## config.mk

```make
export PLATFORM = sky130hd
export DESIGN_NAME = sync_timing_rx_flat
export DESIGN_NICKNAME = d
export VERILOG_FILES = /design/src/rtl/sync_timing_rx_if.sv /design/src/rtl/sync_timing_rx.sv /design/src/flat_wrapper.sv
export SDC_FILE = /design/constraint.sdc
export NUM_CORES = 1
export LEC_CHECK = 0
export CAP_MARGIN = 5
export CORE_UTILIZATION = 35
export DETAILED_ROUTE_END_ITERATION = 12
export PLACE_DENSITY = 0.53
export SLEW_MARGIN = 20
export SYNTH_ARGS = -nofsm -noshare
export SYNTH_HDL_FRONTEND = slang
export SYNTH_SLANG_ARGS = --single-unit
```

## constraint.sdc

```tcl
create_clock -name i_clk -period 3.5 [get_ports i_clk]
set_input_delay 0.7 -clock i_clk [delete_from_list [all_inputs] [get_ports i_clk]]
set_output_delay 0.7 -clock i_clk [all_outputs]
set_load 0.02 [all_outputs]
```

## src/rtl/sync_timing_rx_if.sv

```systemverilog
// Sync/timing bundle between a sync source plus capture logic (master)
// and the timing receiver (slave).
interface sync_timing_rx_if;
   logic        h_sync;
   logic        v_sync;
   logic [10:0] h_pos;
   logic [10:0] v_pos;
   logic        active;
   logic        locked;
   logic        frame_start;
   logic        sync_err;
   logic [10:0] line_len;
   logic [10:0] frame_lines;

   modport master (
      output h_sync, v_sync,
      input  h_pos, v_pos, active, locked, frame_start, sync_err,
             line_len, frame_lines
   );

   modport slave (
      input  h_sync, v_sync,
      output h_pos, v_pos, active, locked, frame_start, sync_err,
             line_len, frame_lines
   );
endinterface

```

## src/rtl/sync_timing_rx.sv

```systemverilog
// Receive-side video timing recovery: synchronises H/V sync, measures line
// and frame periods, tracks lock and produces pixel/line coordinates plus an
// active-video window enable.
//
// state      | meaning
// -----------+----------------------------------------------------------
// ST_SEARCH  | waiting for a V strobe, no checking, no error reporting
// ACQUIRE    | checking frames, counting consecutive good ones, errors pulse
// ST_LOCKED  | timing locked, first line/frame fault drops back to SEARCH
module sync_timing_rx #(
   parameter int unsigned H_TOTAL     = 800,
   parameter int unsigned V_TOTAL     = 528,
   parameter int unsigned H_ACT_START = 144,
   parameter int unsigned H_ACTIVE    = 640,
   parameter int unsigned V_ACT_START = 35,
   parameter int unsigned V_ACTIVE    = 480,
   parameter int unsigned LOCK_FRAMES = 2
) (
   input  logic             i_clk,
   input  logic             i_rst_n,
   sync_timing_rx_if.slave  bus
);

   typedef enum logic [1:0] {
      ST_SEARCH  = 2'd0,
      ST_ACQUIRE = 2'd1,
      ST_LOCKED  = 2'd2
   } state_t;

   localparam logic [11:0] LP_H_TOT = 12'(H_TOTAL);
   localparam logic [11:0] LP_V_TOT = 12'(V_TOTAL);
   localparam logic [10:0] LP_H_TO  = 11'(H_TOTAL - 1);
   localparam logic [10:0] LP_HA_LO = 11'(H_ACT_START);
   localparam logic [10:0] LP_HA_HI = 11'(H_ACT_START + H_ACTIVE);
   localparam logic [10:0] LP_VA_LO = 11'(V_ACT_START);
   localparam logic [10:0] LP_VA_HI = 11'(V_ACT_START + V_ACTIVE);
   localparam logic [3:0]  LP_LOCK  = 4'(LOCK_FRAMES);
   localparam logic [10:0] LP_SAT   = 11'h7FF;

   logic        r_hs_meta, r_hs_sync, r_hs_dly, r_hs_strb;
   logic        r_vs_meta, r_vs_sync, r_vs_dly, r_vs_strb;
   logic [10:0] r_h_cnt, r_v_cnt;
   logic [10:0] r_line_len, r_frame_lines;
   logic        r_h_seen;
   logic        r_frame_start, r_sync_err;
   logic [3:0]  r_good_cnt;
   logic        r_bad_frame;
   state_t      r_state;

   state_t      w_state_nxt;
   logic [3:0]  w_good_cnt_nxt;
   logic        w_bad_frame_nxt;
   logic        w_sync_err_nxt;
   logic        w_search_entry;

   logic        w_hs, w_vs;
   logic [11:0] w_h_inc, w_v_inc;
   logic [10:0] w_h_sat, w_v_sat;
   logic [10:0] w_frame_lines_new;
   logic        w_line_mismatch, w_timeout, w_line_bad;
   logic        w_frame_good;
   logic        w_locked;

   // Two-flop synchronisers, edge detect and registered rising-edge strobes.
   always_ff @(posedge i_clk or negedge i_rst_n) begin
      if (!i_rst_n) begin
         r_hs_meta <= 1'b0;
         r_hs_sync <= 1'b0;
         r_hs_dly  <= 1'b0;
         r_hs_strb <= 1'b0;
         r_vs_meta <= 1'b0;
         r_vs_sync <= 1'b0;
         r_vs_dly  <= 1'b0;
         r_vs_strb <= 1'b0;
      end else begin
         r_hs_meta <= bus.h_sync;
         r_hs_sync <= r_hs_meta;
         r_hs_dly  <= r_hs_sync;
         r_hs_strb <= r_hs_sync & ~r_hs_dly;
         r_vs_meta <= bus.v_sync;
         r_vs_sync <= r_vs_meta;
         r_vs_dly  <= r_vs_sync;
         r_vs_strb <= r_vs_sync & ~r_vs_dly;
      end
   end

   assign w_hs = r_hs_strb;
   assign w_vs = r_vs_strb;

   assign w_h_inc = {1'b0, r_h_cnt} + 12'd1;
   assign w_v_inc = {1'b0, r_v_cnt} + 12'd1;
   assign w_h_sat = w_h_inc[11] ? LP_SAT : w_h_inc[10:0];
   assign w_v_sat = w_v_inc[11] ? LP_SAT : w_v_inc[10:0];

   // A coincident H strobe belongs to the frame that is ending.
   assign w_frame_lines_new = w_hs ? w_v_sat : r_v_cnt;

   // A missing H strobe is flagged once, as the counter steps onto H_TOTAL.
   assign w_line_mismatch = w_hs & r_h_seen & (w_h_inc != LP_H_TOT);
   assign w_timeout       = ~w_hs & (r_h_cnt == LP_H_TO) & (r_state != ST_SEARCH);
   assign w_line_bad      = w_line_mismatch | w_timeout;
   assign w_frame_good    = ({1'b0, w_frame_lines_new} == LP_V_TOT) &
                            ~r_bad_frame & ~w_line_bad;

   // Lock state register.
   always_ff @(posedge i_clk or negedge i_rst_n) begin
      if (!i_rst_n) begin
         r_state <= ST_SEARCH;
      end else begin
         r_state <= w_state_nxt;
      end
   end

   // Next-state, good-frame counting and error pulse decisions.
   always_comb begin
      w_state_nxt     = r_state;
      w_good_cnt_nxt  = r_good_cnt;
      w_bad_frame_nxt = r_bad_frame;
      w_sync_err_nxt  = 1'b0;
      w_search_entry  = 1'b0;
      case (r_state)
         ST_SEARCH: begin
            if (w_vs) begin
               w_state_nxt     = ST_ACQUIRE;
               w_good_cnt_nxt  = 4'd0;
               w_bad_frame_nxt = 1'b0;
            end
         end
         ST_ACQUIRE: begin
            if (w_vs) begin
               w_bad_frame_nxt = 1'b0;
               if (w_frame_good) begin
                  w_good_cnt_nxt = r_good_cnt + 4'd1;
                  if ((r_good_cnt + 4'd1) == LP_LOCK) begin
                     w_state_nxt = ST_LOCKED;
                  end
               end else begin
                  w_good_cnt_nxt = 4'd0;
                  w_sync_err_nxt = 1'b1;
               end
            end else if (w_line_bad) begin
               w_bad_frame_nxt = 1'b1;
            end
         end
         ST_LOCKED: begin
            if (w_line_bad || (w_vs && !w_frame_good)) begin
               w_state_nxt     = ST_SEARCH;
               w_good_cnt_nxt  = 4'd0;
               w_bad_frame_nxt = 1'b0;
               w_sync_err_nxt  = 1'b1;
               w_search_entry  = 1'b1;
            end
         end
         default: begin
            w_state_nxt = ST_SEARCH;
         end
      endcase
   end

   // Frame bookkeeping that travels with the state machine.
   always_ff @(posedge i_clk or negedge i_rst_n) begin
      if (!i_rst_n) begin
         r_good_cnt  <= 4'd0;
         r_bad_frame <= 1'b0;
         r_sync_err  <= 1'b0;
      end else begin
         r_good_cnt  <= w_good_cnt_nxt;
         r_bad_frame <= w_bad_frame_nxt;
         r_sync_err  <= w_sync_err_nxt;
      end
   end

   // Pixel and line counters; V strobe takes priority over a coincident H.
   always_ff @(posedge i_clk or negedge i_rst_n) begin
      if (!i_rst_n) begin
         r_h_cnt <= 11'd0;
         r_v_cnt <= 11'd0;
      end else begin
         r_h_cnt <= w_hs ? 11'd0 : w_h_sat;
         if (w_vs) begin
            r_v_cnt <= 11'd0;
         end else if (w_hs) begin
            r_v_cnt <= w_v_sat;
         end
      end
   end

   // The first H strobe after reset or loss of lock only arms line checking.
   always_ff @(posedge i_clk or negedge i_rst_n) begin
      if (!i_rst_n) begin
         r_h_seen <= 1'b0;
      end else if (w_search_entry) begin
         r_h_seen <= 1'b0;
      end else if (w_hs) begin
         r_h_seen <= 1'b1;
      end
   end

   // Period measurements and frame start pulse.
   always_ff @(posedge i_clk or negedge i_rst_n) begin
      if (!i_rst_n) begin
         r_line_len    <= 11'd0;
         r_frame_lines <= 11'd0;
         r_frame_start <= 1'b0;
      end else begin
         if (w_hs && r_h_seen) begin
            r_line_len <= w_h_sat;
         end
         if (w_vs) begin
            r_frame_lines <= w_frame_lines_new;
         end
         r_frame_start <= w_vs;
      end
   end

   assign w_locked = (r_state == ST_LOCKED);

   assign bus.h_pos       = r_h_cnt;
   assign bus.v_pos       = r_v_cnt;
   assign bus.locked      = w_locked;
   assign bus.active      = w_locked &&
                            (r_h_cnt >= LP_HA_LO) && (r_h_cnt < LP_HA_HI) &&
                            (r_v_cnt >= LP_VA_LO) && (r_v_cnt < LP_VA_HI);
   assign bus.frame_start = r_frame_start;
   assign bus.sync_err    = r_sync_err;
   assign bus.line_len    = r_line_len;
   assign bus.frame_lines = r_frame_lines;

endmodule

```

## src/flat_wrapper.sv

```systemverilog
// flat-port wrapper written by rule: the top's interface ports become plain ports
module sync_timing_rx_flat 
#(
   parameter int unsigned H_TOTAL     = 800,
   parameter int unsigned V_TOTAL     = 528,
   parameter int unsigned H_ACT_START = 144,
   parameter int unsigned H_ACTIVE    = 640,
   parameter int unsigned V_ACT_START = 35,
   parameter int unsigned V_ACTIVE    = 480,
   parameter int unsigned LOCK_FRAMES = 2
)
  (i_clk, i_rst_n, bus_h_sync, bus_v_sync, bus_h_pos, bus_v_pos, bus_active, bus_locked, bus_frame_start, bus_sync_err, bus_line_len, bus_frame_lines);
  sync_timing_rx_if bus_i ();
  input  logic i_clk;
  input  logic i_rst_n;
  input wire logic [$bits(bus_i.h_sync)-1:0] bus_h_sync;
  input wire logic [$bits(bus_i.v_sync)-1:0] bus_v_sync;
  output wire logic [$bits(bus_i.h_pos)-1:0] bus_h_pos;
  output wire logic [$bits(bus_i.v_pos)-1:0] bus_v_pos;
  output wire logic [$bits(bus_i.active)-1:0] bus_active;
  output wire logic [$bits(bus_i.locked)-1:0] bus_locked;
  output wire logic [$bits(bus_i.frame_start)-1:0] bus_frame_start;
  output wire logic [$bits(bus_i.sync_err)-1:0] bus_sync_err;
  output wire logic [$bits(bus_i.line_len)-1:0] bus_line_len;
  output wire logic [$bits(bus_i.frame_lines)-1:0] bus_frame_lines;
  assign bus_i.h_sync = bus_h_sync;
  assign bus_i.v_sync = bus_v_sync;
  assign bus_h_pos = bus_i.h_pos;
  assign bus_v_pos = bus_i.v_pos;
  assign bus_active = bus_i.active;
  assign bus_locked = bus_i.locked;
  assign bus_frame_start = bus_i.frame_start;
  assign bus_sync_err = bus_i.sync_err;
  assign bus_line_len = bus_i.line_len;
  assign bus_frame_lines = bus_i.frame_lines;
  sync_timing_rx #(.H_TOTAL(H_TOTAL), .V_TOTAL(V_TOTAL), .H_ACT_START(H_ACT_START), .H_ACTIVE(H_ACTIVE), .V_ACT_START(V_ACT_START), .V_ACTIVE(V_ACTIVE), .LOCK_FRAMES(LOCK_FRAMES)) u_core (.i_clk(i_clk), .i_rst_n(i_rst_n), .bus(bus_i));
endmodule
```

Word level (Yosys, flattened, before mapping)
Index checks and enable logic that the tools add are counted.
{"block": "totals", "input_bits": 4, "register_bits": 62}
{"block": "classes", "addsub": 3, "muxes": 28, "magnitude_cmp": 4, "bitwise": 14, "n_reduce_logical": 15, "eq_ne": 12}
{"operator": "$mux W11", "count": 5}
{"operator": "$add A11 B1 Y12 const B", "count": 2}
{"operator": "$eq A11 B10 Y1 const B", "count": 2}
{"operator": "$lt A11 B10 Y1 const B", "count": 2}
{"operator": "$mux W4", "count": 4}
{"operator": "$ne A12 B10 Y1 const B", "count": 1}
{"operator": "$pmux W4 S3", "count": 1}
{"operator": "$ge A11 B6 Y1 const B", "count": 1}
{"operator": "$ge A11 B8 Y1 const B", "count": 1}
{"operator": "$mux W1", "count": 10}
{"operator": "$mux W2", "count": 5}
{"operator": "$and A1 B1 Y1", "count": 8}
{"operator": "$ne A2 B1 Y1 const B", "count": 4}
{"operator": "$reduce_and A4 Y1", "count": 2}
{"operator": "$logic_and A1 B1 Y1", "count": 6}
{"operator": "$pmux W2 S3", "count": 1}
{"operator": "$not A1 Y1", "count": 5}
{"operator": "$reduce_and A5 Y1", "count": 1}
{"operator": "$add A4 B1 Y4 const B", "count": 1}
{"operator": "$eq A4 B2 Y1 const B", "count": 1}
{"operator": "$reduce_bool A2 Y1", "count": 2}
{"operator": "$ne A3 B1 Y1 const B", "count": 1}
{"operator": "$pmux W1 S3", "count": 1}
{"operator": "$reduce_bool A3 Y1", "count": 1}
{"operator": "other kinds (8)", "count": 8}

Longest topological paths before layout
{"block": "depth", "word_depth": 12, "mapped_depth": 9, "ltp_nobuf": 9}

Worst setup path after synthesis
OpenSTA, ideal clock, no wires.
{"block": "synth_path", "path_kind": "register -> register", "startpoint": "reg u_core.r_v_cnt[0], in the netlist u_core.bus.v_pos[0]", "endpoint": "reg u_core.r_state[0]", "t_required_ps": 3375, "path_buffers": 0, "setup_slack_ps": 717, "path_stages_with_launch": 9, "t_arrival_ps": 2658, "path_cell_list": "dfrtp_1 -> ha_1 -> or4b_1 -> o311ai_0 -> o311a_1 -> o2111ai_1 -> o31a_1 -> a2111o_1 -> mux2_4"}
{"block": "synth_via", "elab_chain_cells": 11}
{"item": "from (decl)", "line": "sync_timing_rx.sv:42", "source": "logic [10:0] r_h_cnt, r_v_cnt;"}
{"item": "from (signal assigned)", "line": "sync_timing_rx.sv:183", "source": "r_v_cnt <= w_v_sat;"}
{"item": "$add A11 B1 Y12", "line": "sync_timing_rx.sv:91", "source": "assign w_v_inc = {1'b0, r_v_cnt} + 12'd1;"}
{"item": "$mux W11", "line": "sync_timing_rx.sv:93", "source": "assign w_v_sat = w_v_inc[11] ? LP_SAT : w_v_inc[10:0];"}
{"item": "$mux W11 *"}
{"item": "$eq A11 B10 Y1 *", "line": "sync_timing_rx.sv:102", "source": "assign w_frame_good = ({1'b0, w_frame_lines_new} == LP_V_TOT) &"}
{"item": "$and A1 B1 Y1 *", "line": "sync_timing_rx.sv:102"}
{"item": "$and A1 B1 Y1 *", "line": "sync_timing_rx.sv:103", "source": "~r_bad_frame & ~w_line_bad;"}
{"item": "$logic_not A1 Y1", "line": "sync_timing_rx.sv:146", "source": "if (w_line_bad || (w_vs && !w_frame_good)) begin"}
{"item": "$logic_and A1 B1 Y1", "line": "sync_timing_rx.sv:146"}
{"item": "$logic_or A1 B1 Y1", "line": "sync_timing_rx.sv:146"}
{"item": "$ne A2 B2 Y1 (no line)"}
{"item": "$reduce_and A5 Y1 (no line) *"}
{"item": "to (signal assigned)", "line": "sync_timing_rx.sv:110", "source": "r_state <= w_state_nxt;"}
{"item": "to (decl)", "line": "sync_timing_rx.sv:48", "source": "state_t r_state;"}
Every way passes the cells marked *; elsewhere a longest branch is shown, timed or not.
A chain may end at the register's enable or synchronous reset.

Final worst setup path
{"block": "layout_path", "startpoint": "reg u_core.r_v_cnt[0], in the netlist u_core.bus.v_pos[0]", "endpoint": "out bus_active"}
{"block": "layout_via", "elab_chain_cells": 3}
{"item": "$ge A11 B6 Y1", "line": "sync_timing_rx.sv:223", "source": "(r_v_cnt >= LP_VA_LO) && (r_v_cnt < LP_VA_HI);"}
{"item": "$logic_and A1 B1 Y1", "line": "sync_timing_rx.sv:222", "source": "(r_h_cnt >= LP_HA_LO) && (r_h_cnt < LP_HA_HI) &&"}
{"item": "$logic_and A1 B1 Y1 *", "line": "sync_timing_rx.sv:223"}
{"item": "to (decl)", "line": "flat_wrapper.sv:20", "source": "output wire logic [$bits(bus_i.active)-1:0] bus_active;"}
Marks and branches as above.

==> results.sh <==
export IMPL_grtUsageMet1=0.2176
export IMPL_grt_busiest_layer="met2"
export IMPL_grtUsageMet3=0.05780
export IMPL_routed_via_density=5.120
export IMPL_wl_per_cell_um=14.71
export IMPL_area_delta_synth_final_pct=23.83
export IMPL_setup_tns_ns=0
export IMPL_total_leakage_power_uw=0.001590
export IMPL_clk_pin_slew_ns=0.07
export IMPL_p_per_area_nw_per_um2=468.8
export IMPL_detailed_place_hpwl_um=5358
export IMPL_ir_drop_mv=0.2740
export IMPL_cts_setup_buffers=0
export IMPL_cts_buffers=9
export IMPL_clock_path_buffers=2
export IMPL_syn_inst=343
export IMPL_drc=0
export IMPL_end_kind="output port"
export IMPL_synth_seq_cells=62
export IMPL_rr_startpoint="u_core.bus.v_pos[0]$_DFF_PN0_"
export IMPL_skew_ns=0.007258
export IMPL_portBuffers=51
export IMPL_initial_utilization=0.3618
export IMPL_via_count=2565
export IMPL_drt_first_pass_iters=4
export IMPL_seq_area_frac_synth=0.4917
export IMPL_synth_warning_count=0
export IMPL_utilization=0.4481
export IMPL_overflow=0
export IMPL_synth_fp_nets=356
export IMPL_coreArea_um2=8721
export IMPL_outcome="completed"
export IMPL_antenna_found_initial=0
export IMPL_num_fill_cells=846
export IMPL_cp_data_arrival_time_ns=2.38
export IMPL_synth_async_sr_flop_share=1.000
export IMPL_min_path_type="primary input to async pin"
export IMPL_worstSkewPairLatency_ns=0.33
export IMPL_synth_top_area_frac=0.4917
export IMPL_fp_row_count=34
export IMPL_grt_setup_unrepaired="no"
export IMPL_synth_area_leaders="dfrtp_1 49%, nor2_1 6.9%, nand2_1 4.6%"
export IMPL_yosys_cell_count_top_type="dfrtp_1"
export IMPL_antenna_cells=0
export IMPL_maxSlewViolCount=0
export IMPL_place_congestion=0.8101
export IMPL_ios=52
export IMPL_grt_pass1_wl_um=12900
export IMPL_root_buffer="clkbuf_8"
export IMPL_grt_usage=0.1710
export IMPL_critPathLaunchType="flip-flop"
export IMPL_drtAntennaViolNets=0
export IMPL_cts_tree="yes"
export IMPL_drive_gt1_frac=0.06616
export IMPL_grt_use_met2=0.2741
export IMPL_worst_slack_ns=0.4221
export IMPL_die_h_um=96.95
export IMPL_slowest_delay_ns=0.65
export IMPL_period_share=0.8794
export IMPL_nets=403
export IMPL_synthTopCellsByCount="62 x dfrtp_1, 58 x nor2_1, 39 x nand2_1"
export IMPL_crit_type="flip-flop to output port"
export IMPL_ys_flop_type="dfrtp_1"
export IMPL_worstMarginPinSlew_ns=0.8925
export IMPL_first_global_vias=2547
export IMPL_postCtsResizedCells=0
export IMPL_finalSetupViolCount=0
export IMPL_hold_buffers=0
export IMPL_place_ws_ns=0.6454
export IMPL_synth_largest_area_cell="dfrtp_1"
export IMPL_cap_viol_max_count=0
export IMPL_fp_dieArea_um2=9399
export IMPL_path_max_fanout=5
export IMPL_synth_edf_count=0
export IMPL_relSlewSlack=0.4004
export IMPL_grt_max_degree=30
export IMPL_die_w_um=96.95
export IMPL_cts_htree_levels=3
export IMPL_period_needed_ns=3.078
export IMPL_worstPathCellList="ha_1 -> inv_1 -> a21o_1 -> a21oi_1 -> a41oi_1 -> nor3_1 -> clkdlybuf4s50_1"
export IMPL_syn_cell_area_um2=3156
export IMPL_cts_sinks=62
export IMPL_fmax_mhz=324.9
export IMPL_cp_required_ns=2.80
export IMPL_ys_types=55
export IMPL_drt_initial_drc_count=78
export IMPL_routed_wl_um=7371
export IMPL_critical_path_startpoint="u_core.bus.v_pos[0]$_DFF_PN0_"
export IMPL_slowest_stage="clkdlybuf4s50_1"
export IMPL_hold_viol=0
export IMPL_syn_avg_cell_area_um2=9.200
-- routing by layer --
metal  routed length, µm  share of wire  up-vias
li1                    -              -     1294
met1                3367           0.46     1201
met2                3578           0.49       62
met3                 356          0.048        8
met4                  69         0.0094        0
met5                   0              0        -
-- worst max-delay path, delay by kind of cell, from the launching register on --
family                   cells  cell delay, ns
buffers and inverters        2            0.75
flip-flops                   1            0.41
AO/OA/AOI/OAI                3            0.38
AND/OR/NAND/NOR              1            0.26
adder cells (fa/ha/maj)      1            0.25
-- flip-flops by register name, summed over array words and instances (netlist names) --
name	flops
u_core.r_state	2
u_core.bus.h_pos	11
u_core.bus.sync_err	1
u_core.r_vs_meta	1
u_core.bus.frame_lines	11
u_core.r_vs_dly	1
u_core.r_vs_sync	1
u_core.r_vs_strb	1
u_core.r_h_seen	1
u_core.r_hs_strb	1
u_core.r_hs_meta	1
u_core.bus.frame_start	1
u_core.r_hs_sync	1
u_core.r_bad_frame	1
u_core.bus.v_pos	11
u_core.r_good_cnt	4
u_core.r_hs_dly	1
u_core.bus.line_len	11
-- power breakdown --
part | internal, µW | switching [µW]
logic | 204 | 242
registers | 788 | 74.6
clock network | 266 | 257
total | 1260 | 573
-- layout make-up --
cell class	count	area [µm²]	area share
clock buffers	12	145.1	0.03714
clock inverters	2	10.01	0.002562
inverters	10	37.54	0.009606
multi-input cells	251	1485	0.3801
flip-flops and latches	62	1551	0.3971
well taps	108	135.1	0.03458
repair buffers	56	543.0	0.1390
-- metrics by stage --
step / power, µW / instances / cell area, µm² / hold WS, ns
6_report: 1832 / 501 / 3908 / 0.2877
3_3_place_gp: 1325 / 487 / 3752 / 0.3325
5_1_grt: 1949 / 501 / 3908 / 0.3008
3_5_place_dp: 1326 / 487 / 3752 / 0.3355
2_1_floorplan: 1138 / 343 / 3156 / 0.3312
4_1_cts: 1857 / 501 / 3908 / 0.2954
-- logic make-up (layout without fill, tap and decap cells) --
| group | after synthesis | count (layout) | share of synthesized area |
|---|---|---|---|
| xor+xnor | 8 | 8 | 0.02221 |
| mux | 8 | 8 | 0.02696 |
| buf+inv | 30 | 80 | 0.03766 |
| flops | 62 | 62 | 0.4917 |
| fa+ha+maj | 9 | 9 | 0.03569 |
| simple gates | 158 | 158 | 0.2387 |
| compound gates | 68 | 68 | 0.1471 |
-- placed cells by master, fill, tap and decap left out, types with 10 or more instances in the layout --
cell type	n
clkdlybuf4s50_1	50
o21ai_0	19
nor3_1	11
nand3_1	10
nor2_1	58
clkbuf_8	10
nand2_1	39
a21oi_1	16
dfrtp_1	62
-- worst paths after layout --
path,to,slack (ns),depth (start not counted)
min,u_core.bus.frame_lines[9]$_DFFE_PN0P_,0.29,1
max in group asynchronous,u_core.r_hs_strb$_DFF_PN0_,2.48,2
max reg2reg,u_core.r_state[0]$_DFFE_PN0P_,0.61,8
min reg2reg,u_core.r_hs_sync$_DFF_PN0_,0.35,0
max,bus_active,0.42,7
min in group i_clk,u_core.r_hs_sync$_DFF_PN0_,0.35,0
(Power assumes the default switching activity.)
